$ cat src/rtl/bru_pkg.sv
`default_nettype none
// ============================================================================
// Module      : bru_pkg
// Description : Shared types for the branch resolve unit.
//               - bru_state_e : resolve/flush sequencer states.
//               - bru_ex_in_t : per-instruction control flags carried into EX.
//               The PC and target buses are not in this struct because their
//               width is a parameter of the top.
//               - bru_actual_taken : actual direction of a control-flow op.
// Revision    : 1.0 - initial release
// ============================================================================
package bru_pkg;

    typedef enum logic [1:0] {
        ST_IDLE  = 2'd0,
        ST_HOLD  = 2'd1,
        ST_FLUSH = 2'd2
    } bru_state_e;

    typedef struct packed {
        logic valid;
        logic is_cond_br;
        logic is_jal;
        logic is_jalr;
        logic cond_true;
        logic predict_taken;
    } bru_ex_in_t;

    // Jumps are always taken; a conditional branch follows its ALU compare.
    function automatic logic bru_actual_taken(input bru_ex_in_t ex);
        return ex.is_jal | ex.is_jalr | (ex.is_cond_br & ex.cond_true);
    endfunction

endpackage
`default_nettype wire

$ cat src/rtl/sat_counter.sv
`default_nettype none
// ============================================================================
// Module      : sat_counter
// Description : Up-counter that sticks at all-ones instead of wrapping.
//   clk    in   clock
//   arst_n in   synchronous active-low reset
//   inc    in   add one this cycle
//   count  out  current count (WIDTH bits)
// Revision    : 1.0 - initial release
// ============================================================================
module sat_counter #(
    parameter int WIDTH = 32
) (
    input  logic             clk,
    input  logic             arst_n,
    input  logic             inc,
    output logic [WIDTH-1:0] count
);

    logic [WIDTH-1:0] r_count;

    always_ff @(posedge clk) begin
        if (!arst_n) begin
            r_count <= '0;
        end else if (inc && (r_count != {WIDTH{1'b1}})) begin
            r_count <= r_count + WIDTH'(1);
        end
    end

    assign count = r_count;

endmodule
`default_nettype wire

$ cat src/rtl/branch_resolve_unit.sv
`default_nettype none
// ============================================================================
// Module      : branch_resolve_unit
// Description : EX-stage branch resolution. Compares the fetch-side
//               prediction with the actual outcome, issues a one-cycle
//               redirect, sequences the wrong-path flush, sends a registered
//               training update to the BPU and keeps saturating counters.
//   clk, arst_n            clock, synchronous active-low reset
//   stall                  pipeline stall (freezes sequencer and flush count)
//   ex_*                   instruction in EX and its carried prediction
//   misprediction          one-cycle redirect pulse
//   redirect_pc            corrected fetch PC (valid with misprediction)
//   flush                  kill IF/ID this cycle
//   bpu_upd_*              one-cycle training update
//   branch_cnt             resolved control-flow instructions (saturating)
//   mispredict_cnt         mispredictions (saturating)
// Revision    : 1.0 - initial release
// ============================================================================
module branch_resolve_unit
    import bru_pkg::*;
#(
    parameter int DATA_WIDTH   = 32,
    parameter int FLUSH_CYCLES = 2,
    parameter int CNT_WIDTH    = 32
) (
    input  logic                  clk,
    input  logic                  arst_n,
    input  logic                  stall,
    input  logic                  ex_valid,
    input  logic                  ex_is_cond_br,
    input  logic                  ex_is_jal,
    input  logic                  ex_is_jalr,
    input  logic                  ex_cond_true,
    input  logic [DATA_WIDTH-1:0] ex_pc,
    input  logic [DATA_WIDTH-1:0] ex_target,
    input  logic                  ex_predict_taken,
    input  logic [DATA_WIDTH-1:0] ex_predict_pc,
    output logic                  misprediction,
    output logic [DATA_WIDTH-1:0] redirect_pc,
    output logic                  flush,
    output logic                  bpu_upd_valid,
    output logic [DATA_WIDTH-1:0] bpu_upd_pc,
    output logic                  bpu_upd_taken,
    output logic [DATA_WIDTH-1:0] bpu_upd_target,
    output logic [CNT_WIDTH-1:0]  branch_cnt,
    output logic [CNT_WIDTH-1:0]  mispredict_cnt
);

    localparam int FCW = (FLUSH_CYCLES > 1) ? $clog2(FLUSH_CYCLES) : 1;
    // The pulse cycle is itself the first flush cycle, so the counter starts
    // one below FLUSH_CYCLES and exit happens on the unstalled cycle at zero.
    localparam logic [FCW-1:0] c_FLUSH_LAST = FCW'(FLUSH_CYCLES - 1);

    bru_ex_in_t            w_ex;
    logic                  w_is_cf;
    logic                  w_act_taken;
    logic                  w_mis;
    logic [DATA_WIDTH-1:0] w_fix_pc;
    logic                  w_accept;
    logic                  w_hold_entry;
    logic                  w_hold_exit;
    logic                  w_inc_br;
    logic                  w_inc_mis;

    bru_state_e            r_state;
    logic [FCW-1:0]        r_fcnt;
    logic                  r_mispred;
    logic [DATA_WIDTH-1:0] r_redirect_pc;
    logic                  r_flush;
    logic                  r_upd_valid;
    logic [DATA_WIDTH-1:0] r_upd_pc;
    logic                  r_upd_taken;
    logic [DATA_WIDTH-1:0] r_upd_target;
    // Snapshot of a mispredicted instruction that arrived under stall.
    logic [DATA_WIDTH-1:0] r_hold_fix_pc;
    logic [DATA_WIDTH-1:0] r_hold_pc;
    logic                  r_hold_taken;
    logic [DATA_WIDTH-1:0] r_hold_target;

    assign w_ex = '{valid:         ex_valid,
                    is_cond_br:    ex_is_cond_br,
                    is_jal:        ex_is_jal,
                    is_jalr:       ex_is_jalr,
                    cond_true:     ex_cond_true,
                    predict_taken: ex_predict_taken};

    assign w_is_cf     = w_ex.valid & (w_ex.is_cond_br | w_ex.is_jal | w_ex.is_jalr);
    assign w_act_taken = bru_actual_taken(w_ex);
    // Direction mismatch, or both taken but to different targets.
    assign w_mis       = w_is_cf &
                         ((w_act_taken != w_ex.predict_taken) |
                          (w_act_taken & w_ex.predict_taken & (ex_target != ex_predict_pc)));
    assign w_fix_pc    = w_act_taken ? ex_target : (ex_pc + DATA_WIDTH'(4));

    assign w_accept     = (r_state == ST_IDLE) & ~stall & w_is_cf;
    assign w_hold_entry = (r_state == ST_IDLE) & stall & w_is_cf & w_mis;
    assign w_hold_exit  = (r_state == ST_HOLD) & ~stall;

    // Counters move on the same edge that raises bpu_upd_valid.
    assign w_inc_br  = w_accept | w_hold_exit;
    assign w_inc_mis = (w_accept & w_mis) | w_hold_exit;

    always_ff @(posedge clk) begin
        if (!arst_n) begin
            r_state       <= ST_IDLE;
            r_fcnt        <= '0;
            r_mispred     <= 1'b0;
            r_redirect_pc <= '0;
            r_flush       <= 1'b0;
            r_upd_valid   <= 1'b0;
            r_upd_pc      <= '0;
            r_upd_taken   <= 1'b0;
            r_upd_target  <= '0;
            r_hold_fix_pc <= '0;
            r_hold_pc     <= '0;
            r_hold_taken  <= 1'b0;
            r_hold_target <= '0;
        end else begin
            // Pulses last exactly one cycle regardless of stall.
            r_mispred   <= 1'b0;
            r_upd_valid <= 1'b0;
            case (r_state)
                ST_IDLE: begin
                    if (w_accept) begin
                        r_upd_valid  <= 1'b1;
                        r_upd_pc     <= ex_pc;
                        r_upd_taken  <= w_act_taken;
                        r_upd_target <= ex_target;
                        if (w_mis) begin
                            r_mispred     <= 1'b1;
                            r_redirect_pc <= w_fix_pc;
                            r_flush       <= 1'b1;
                            r_fcnt        <= c_FLUSH_LAST;
                            r_state       <= ST_FLUSH;
                        end
                    end else if (w_hold_entry) begin
                        r_hold_fix_pc <= w_fix_pc;
                        r_hold_pc     <= ex_pc;
                        r_hold_taken  <= w_act_taken;
                        r_hold_target <= ex_target;
                        r_state       <= ST_HOLD;
                    end
                end
                ST_HOLD: begin
                    if (!stall) begin
                        r_mispred     <= 1'b1;
                        r_redirect_pc <= r_hold_fix_pc;
                        r_flush       <= 1'b1;
                        r_upd_valid   <= 1'b1;
                        r_upd_pc      <= r_hold_pc;
                        r_upd_taken   <= r_hold_taken;
                        r_upd_target  <= r_hold_target;
                        r_fcnt        <= c_FLUSH_LAST;
                        r_state       <= ST_FLUSH;
                    end
                end
                ST_FLUSH: begin
                    // Any instruction in EX here is wrong-path and ignored.
                    if (!stall) begin
                        if (r_fcnt == '0) begin
                            r_flush <= 1'b0;
                            r_state <= ST_IDLE;
                        end else begin
                            r_fcnt <= r_fcnt - FCW'(1);
                        end
                    end
                end
                default: begin
                    r_flush <= 1'b0;
                    r_state <= ST_IDLE;
                end
            endcase
        end
    end

    sat_counter #(.WIDTH(CNT_WIDTH)) u_branch_cnt (
        .clk    (clk),
        .arst_n (arst_n),
        .inc    (w_inc_br),
        .count  (branch_cnt)
    );

    sat_counter #(.WIDTH(CNT_WIDTH)) u_mispredict_cnt (
        .clk    (clk),
        .arst_n (arst_n),
        .inc    (w_inc_mis),
        .count  (mispredict_cnt)
    );

    assign misprediction  = r_mispred;
    assign redirect_pc    = r_redirect_pc;
    assign flush          = r_flush;
    assign bpu_upd_valid  = r_upd_valid;
    assign bpu_upd_pc     = r_upd_pc;
    assign bpu_upd_taken  = r_upd_taken;
    assign bpu_upd_target = r_upd_target;

endmodule
`default_nettype wire

$ cat config.mk
export PLATFORM = sky130hd
export DESIGN_NAME = branch_resolve_unit
export DESIGN_NICKNAME = d
export VERILOG_FILES = /design/src/rtl/bru_pkg.sv /design/src/rtl/sat_counter.sv /design/src/rtl/branch_resolve_unit.sv
export SDC_FILE = /design/constraint.sdc
export NUM_CORES = 1
export LEC_CHECK = 0
export BUFFER_PORTS_ARGS = -buffer_cell sky130_fd_sc_hd__buf_4
export CAP_MARGIN = 20
export CORE_MARGIN = 1
export CORE_UTILIZATION = 45
export CTS_CLUSTER_DIAMETER = 150
export DETAILED_ROUTE_END_ITERATION = 8
export PLACE_DENSITY = 0.68
export SLEW_MARGIN = 20
export SYNTH_ARGS = -nofsm -noshare
export SYNTH_HDL_FRONTEND = slang
export SYNTH_SLANG_ARGS = --single-unit
$ cat constraint.sdc
create_clock -name clk -period 5.15 [get_ports clk]
set_clock_uncertainty 0.2 [all_clocks]
set_input_delay 0.515 -clock clk [delete_from_list [all_inputs] [get_ports clk]]
set_output_delay 0.515 -clock clk [all_outputs]
set_load 0.005 [all_outputs]
# Word-level counts from Yosys, hierarchy flattened
# Index checks and enable logic that the tools add are counted.
# Widths: inputs -> output; s select.
totals:
  register_bits: 264
  input_bits: 105
  out_inout_bits: 164
op_classes:
  add_sub_neg: 4
  eq_ne: 13
  muxes: 36
  n_bitwise: 21
  n_reduce_logical: 11
ops:
  columns: ["op", "n"]
  rows:
  - ["$mux 32", 8]
  - ["$pmux 32 s2", 3]
  - ["$add 32x1->32 const B", 2]
  - ["$ne 32x32->1 const B", 2]
  - ["$add 32x3->32 const B", 1]
  - ["$ne 32x32->1", 1]
  - ["$reduce_and 5->1", 3]
  - ["$mux 1", 13]
  - ["$and 1x1->1", 12]
  - ["$mux 2", 6]
  - ["$ne 2x2->1 const B", 5]
  - ["$or 1x1->1", 7]
  - ["$ne 3x3->1 const B", 2]
  - ["$pmux 1 s2", 3]
  - ["$pmux 1 s3", 2]
  - ["$pmux 2 s3", 1]
  - ["$reduce_and 3->1", 2]
  - ["$reduce_and 4->1", 1]
  - ["$reduce_bool 3->1", 1]
  - ["$eq 2x1->1 const B", 1]
  - ["$eq 2x2->1 const B", 1]
  - ["$logic_and 1x1->1", 2]
  - ["$logic_not 2->1", 1]
  - ["$not 1->1", 2]
  - ["other kinds (3)", 3]

# Depth between registers and ports, before layout
logic_depth:
  word_depth: 10
  depth_mapped: 11
  ltp_nobuf: 8

# Hierarchy
# A second synthesis with hierarchy kept.
unflattened:
  cells_unflattened: 1650
  hier_area_um2: 13208.9
by_module_without_submodules:
  columns: ["mod", "instances", "cells_each", "area_per_inst_um2"]
  rows:
  - ["branch_resolve_unit", 1, 1253, 9869.5]
  - ["sat_counter (u_branch_cnt)", 1, 200, 1704.1]
  - ["sat_counter (u_mispredict_cnt)", 1, 197, 1635.3]

# Worst setup path before layout
# No wires, ideal clock.
synth_path:
  path_kind: "input to register"
  startpoint: "input ex_cond_true"
  endpoint: "register u_mispredict_cnt.r_count[14], in the netlist u_mispredict_cnt.count[14]"
  setup_time_ps: 72
  arrival_time_ps: 2686
  t_required_ps: 4878
  path_slack_ps: 2192
  stages: 10
  cell_sequence: "a211oi_1 -> inv_2 -> clkbuf_1 -> ha_1 -> a21oi_1 -> a211o_1 -> buf_4 -> buf_6 -> nor4_1 -> mux2i_1"
synth_between:
  elab_chain_cells: 9
synth_lines:
  columns: ["item", "line", "rtl"]
  rows:
  - ["start: declaration", "branch_resolve_unit.sv:33", "input logic ex_cond_true,"]
  - ["$and 1x1->1 *", "bru_pkg.sv:31", "return ex.is_jal | ex.is_jalr | (ex.is_cond_br & ex.cond_true);"]
  - ["$or 1x1->1 *", "bru_pkg.sv:31", null]
  - ["named net w_act_taken", "branch_resolve_unit.sv:56", "logic w_act_taken;"]
  - ["$and 1x1->1 (2 in series)", "branch_resolve_unit.sv:92", "(w_act_taken & w_ex.predict_taken & (ex_target != ex_predict_pc)));"]
  - ["$or 1x1->1 *", "branch_resolve_unit.sv:91", "((w_act_taken != w_ex.predict_taken) |"]
  - ["$and 1x1->1 *", "branch_resolve_unit.sv:90", "assign w_mis = w_is_cf &"]
  - ["$and 1x1->1 *", "branch_resolve_unit.sv:101", "assign w_inc_mis = (w_accept & w_mis) | w_hold_exit;"]
  - ["$or 1x1->1 *", "branch_resolve_unit.sv:101", null]
  - ["$logic_and 1x1->1 *", "sat_counter.sv:25", "end else if (inc && (r_count != {WIDTH{1'b1}})) begin"]
  - ["end signal: assignment", "sat_counter.sv:26", "r_count <= r_count + WIDTH'(1);"]
  - ["end: declaration", "sat_counter.sv:20", "logic [WIDTH-1:0] r_count;"]
# Mark *: on every way through the listed nets, which the timed path passes. The rest lies on a longest branch.
# A chain may end at the register's enable or synchronous reset.

# Worst setup path in the final report
layout_path:
  startpoint: "input ex_cond_true"
  endpoint: "register r_redirect_pc[6], in the netlist redirect_pc[6]"
layout_between:
  elab_chain_cells: 8
layout_lines:
  columns: ["item", "line", "rtl"]
  rows:
  - ["$and 1x1->1 *", "bru_pkg.sv:31", null]
  - ["$or 1x1->1 *", "bru_pkg.sv:31", null]
  - ["$and 1x1->1 (2 in series)", "branch_resolve_unit.sv:92", null]
  - ["$or 1x1->1", "branch_resolve_unit.sv:91", null]
  - ["$and 1x1->1", "branch_resolve_unit.sv:90", null]
  - ["$ne 2x2->1 (no source line)", null, null]
  - ["$reduce_and 4->1 (no source line)", null, null]
  - ["end signal: assignment", "branch_resolve_unit.sv:131", "r_redirect_pc <= w_fix_pc;"]
  - ["end signal: assignment", "branch_resolve_unit.sv:147", "r_redirect_pc <= r_hold_fix_pc;"]
  - ["end: declaration", "branch_resolve_unit.sv:68", "logic [DATA_WIDTH-1:0] r_redirect_pc;"]
# Every way passes the cells marked *; elsewhere a longest branch is shown, timed or not. The select of a mux whose other input is x is not followed.

==> flow_summary.toml <==
[run_status]
status = "finished clean"

[routing]
antenna_left = 0
drtIter0Drc = 1160
routedWlPerCell_um = 17.8
via_per_inst = 5.68
first_pass_iters = 6
num_vias = 12000
drc_errors = 0
finalWirelength_mm = 37.6

[hold_path]
hp-class = "input pin to flip-flop"
holdPathStages = 3
worstHoldEndpoint = "r_hold_pc[0]$_SDFFE_PN0P_"
min_from = "ex_pc[0]"

[setup_path]
path_max_fanout = 55
r2r_cells = 5
path_cells = "buf_4 -> a211oi_2 -> buf_4 -> inv_2 -> ha_1 -> a21oi_1 -> a21boi_4 -> buf_4 -> nor2_1 -> a311oi_1"
path_buf_inv = 4
worstPathArrival_ns = 3.42
worst_r2r_endpoint = "bpu_upd_pc[16]$_SDFFE_PN0P_"
crit_start = "ex_cond_true"
critPathSlowestCell = "a21boi_4"
worst-setup-path-type = "input pin to flip-flop"
critPathRequiredTime_ns = 5.38
max_stage_delay_ns = 0.65
cp-start-kind = "input pin"
end_kind = "flip-flop"
crit_top_cell = "buf_4"
rr_startpoint = "r_state[1]$_SDFFE_PN0P_"
critical-path-top-delay-family = "compound AO/OA/AOI/OAI gates"
reg2reg_slack_ns = 2.44

[timing]
post-route-min-period_ns = 3.19
relSlewSlack = 0.260
hold_violations = 0
setup_violations = 0
drv_slew = 0
grt_setup_unrepaired = "no"
tns_ns = 0
fin_crit_sh = 0.620
fmax_mhz = 313
worst_pin_slew_ns = 1.11

[yosys]
ys_seq_elements = 264
yosysWarnings = 0
synth_area_um2 = 12300
syn_nets = 1675
ys.flop_type = "dfxtp_1"
yosysMostFrequentCell = "nand2_1"
synth_area_per_cell_um2 = 7.83
synth_top_area_cell = "dfxtp_1"
synth-edff-count = 0
synth_common_cells = "nand2_1 (333), dfxtp_1 (264), nand3_1 (138), o21ai_0 (136), nor2_1 (112)"
synth_top_area_share = 0.431
yosysUniqueCellTypes = 59
synth_cells = 1566
async_flop_share = 0
synth.area.top_cells = "dfxtp_1 (43%), nand2_1 (10%), nand3_1 (5.6%), o21ai_0 (5.6%), a311oi_1 (4.9%)"
yosysSeqAreaShare = 0.431

[place]
gp_congestion = 0.897
place_inst = 2064
port_buffers = 268
place_hpwl_mm = 25.7

[grt]
grt_pass1_vias = 10600
grt_first_pass_wirelength_mm = 59.0
grt_max_degree = 135
grt_overflow = 0
grt.total_usage = 0.261
antenna_found_initial = 0

[floorplanning]
core-area_um2 = 26800
rows = 60
die_y_um = 167
die_w_um = 167
start_util = 0.457
die_area_um2 = 27900
ios = 269

[finish]
stdcell_count = 2117
diodes = 0
drive_above_1_share = 0.199
synthToLayoutAreaGrowth_pct = 24.9
fin_nets = 1863

[clock_network]
h-tree-depth = 1
hold_buffers = 0
cts_buffer_depth = 3
cts_root_buffer = "clkbuf_16"
cts_tree = "built"
clk_latency_ns = 0.54
postCtsSetupBuffers = 0
cts.clk_slew.worst_paths_ns = 0.06
cts_buffers = 29
cts.sinks = 264
ctsResizeCount = 0

[power]
p_per_area_nw_per_um2 = 323
p_leak_uw = 0.00612
peakVddDrop_mv = 0.210

[job]
drv_cap = 0
==> metrics by stage <==
stage	hold WS, ns	area, µm²	total power [µW]	util	setup slack (ns)
6_report	0.0464	15300	4950	0.571	1.96
5_1_grt	0.0594	15300	5150	0.571	1.66
4_1_cts	0.0293	15300	4980	0.571	1.80
3_5_place_dp	0.247	14400	2950	0.536	1.26
3_3_place_gp	0.239	14400	2940	0.536	1.29
2_1_floorplan	0.230	12300	2620	-	2.19
==> layout make-up <==
| cell class | instances | area [µm²] |
|---|---|---|
| clock buffer | 45 | 896 |
| clock inverter | 8 | 51.3 |
| fill | 2459 | 11500 |
| inverter | 10 | 42.5 |
| multi-input combinational | 1169 | 6480 |
| sequential | 264 | 5290 |
| tap | 341 | 427 |
| timing repair buffer | 280 | 2130 |
==> cells in the final DEF, fill, tap and decap left out, types with 19 or more instances in the layout <==
| master | Yosys | layout |
|---|---|---|
| a21oi_1 | 74 | 74 |
| a311oi_1 | 68 | 68 |
| buf_4 | 2 | 277 |
| clkbuf_16 | 0 | 29 |
| dfxtp_1 | 264 | 264 |
| mux2i_1 | 19 | 19 |
| nand2_1 | 333 | 332 |
| nand3_1 | 138 | 138 |
| nand4_1 | 21 | 21 |
| nor2_1 | 112 | 112 |
| o21ai_0 | 136 | 136 |
| o31ai_1 | 25 | 25 |
| xnor2_1 | 26 | 26 |
| xor2_1 | 58 | 58 |
==> worst register-to-register path, cell delays in order, from the launching register on <==
cell and delay [ns]:
dfxtp_1 0.40, nor2_1 0.24, o21a_4 0.82, buf_4 0.59, nor2_1 0.10, a311oi_1 0.26
==> how the worst max path moves through the flow <==
stage	end	slack (ns)	depth (start not counted)
finish	redirect_pc[6]$_SDFFE_PN0P_	1.96	10
detailed placement	u_mispredict_cnt.count[22]$_SDFFE_PN0P_	1.26	9
global route	redirect_pc[5]$_SDFFE_PN0P_	1.66	10
CTS	u_mispredict_cnt.count[3]$_SDFFE_PN0P_	1.80	9
global placement	u_mispredict_cnt.count[4]$_SDFFE_PN0P_	1.29	9
floorplan	u_mispredict_cnt.count[14]$_SDFFE_PN0P_	2.19	10
==> per-layer routing <==
layer / wire length (µm) / global-route usage / vias to the layer above
li1: - / - / 5897
met1: 16500 / 0.361 / 5578
met2: 16500 / 0.399 / 455
met3: 2920 / 0.0447 / 85
met4: 1710 / 0.115 / 0
met5: 0 / 0 / -
==> logic make-up after synthesis <==
group,share of synthesized area
xor+xnor,0.0600
compound gates,0.170
simple gates,0.273
fa+ha+maj,0.00408
mux,0.0164
flops,0.431
buf+inv,0.0447
==> power breakdown <==
group	leakage (µW)	internal (µW)	total, µW	switching (µW)
logic	0.00350	275	684	410
registers	0.00215	2160	2230	70.1
clock network	0.000468	1190	2030	839
total	0.00612	3630	4950	1320
==> state kept, by name, indices dropped and copies added, names as in the netlist, 2 cells and up <==
register and count:
r_hold_pc 32, bpu_upd_target 32, r_state 2, redirect_pc 32, r_hold_fix_pc 32, r_hold_target 32
u_branch_cnt.count 32, bpu_upd_pc 32, u_mispredict_cnt.count 32
Note: power is estimated with default switching activity, not from simulation.
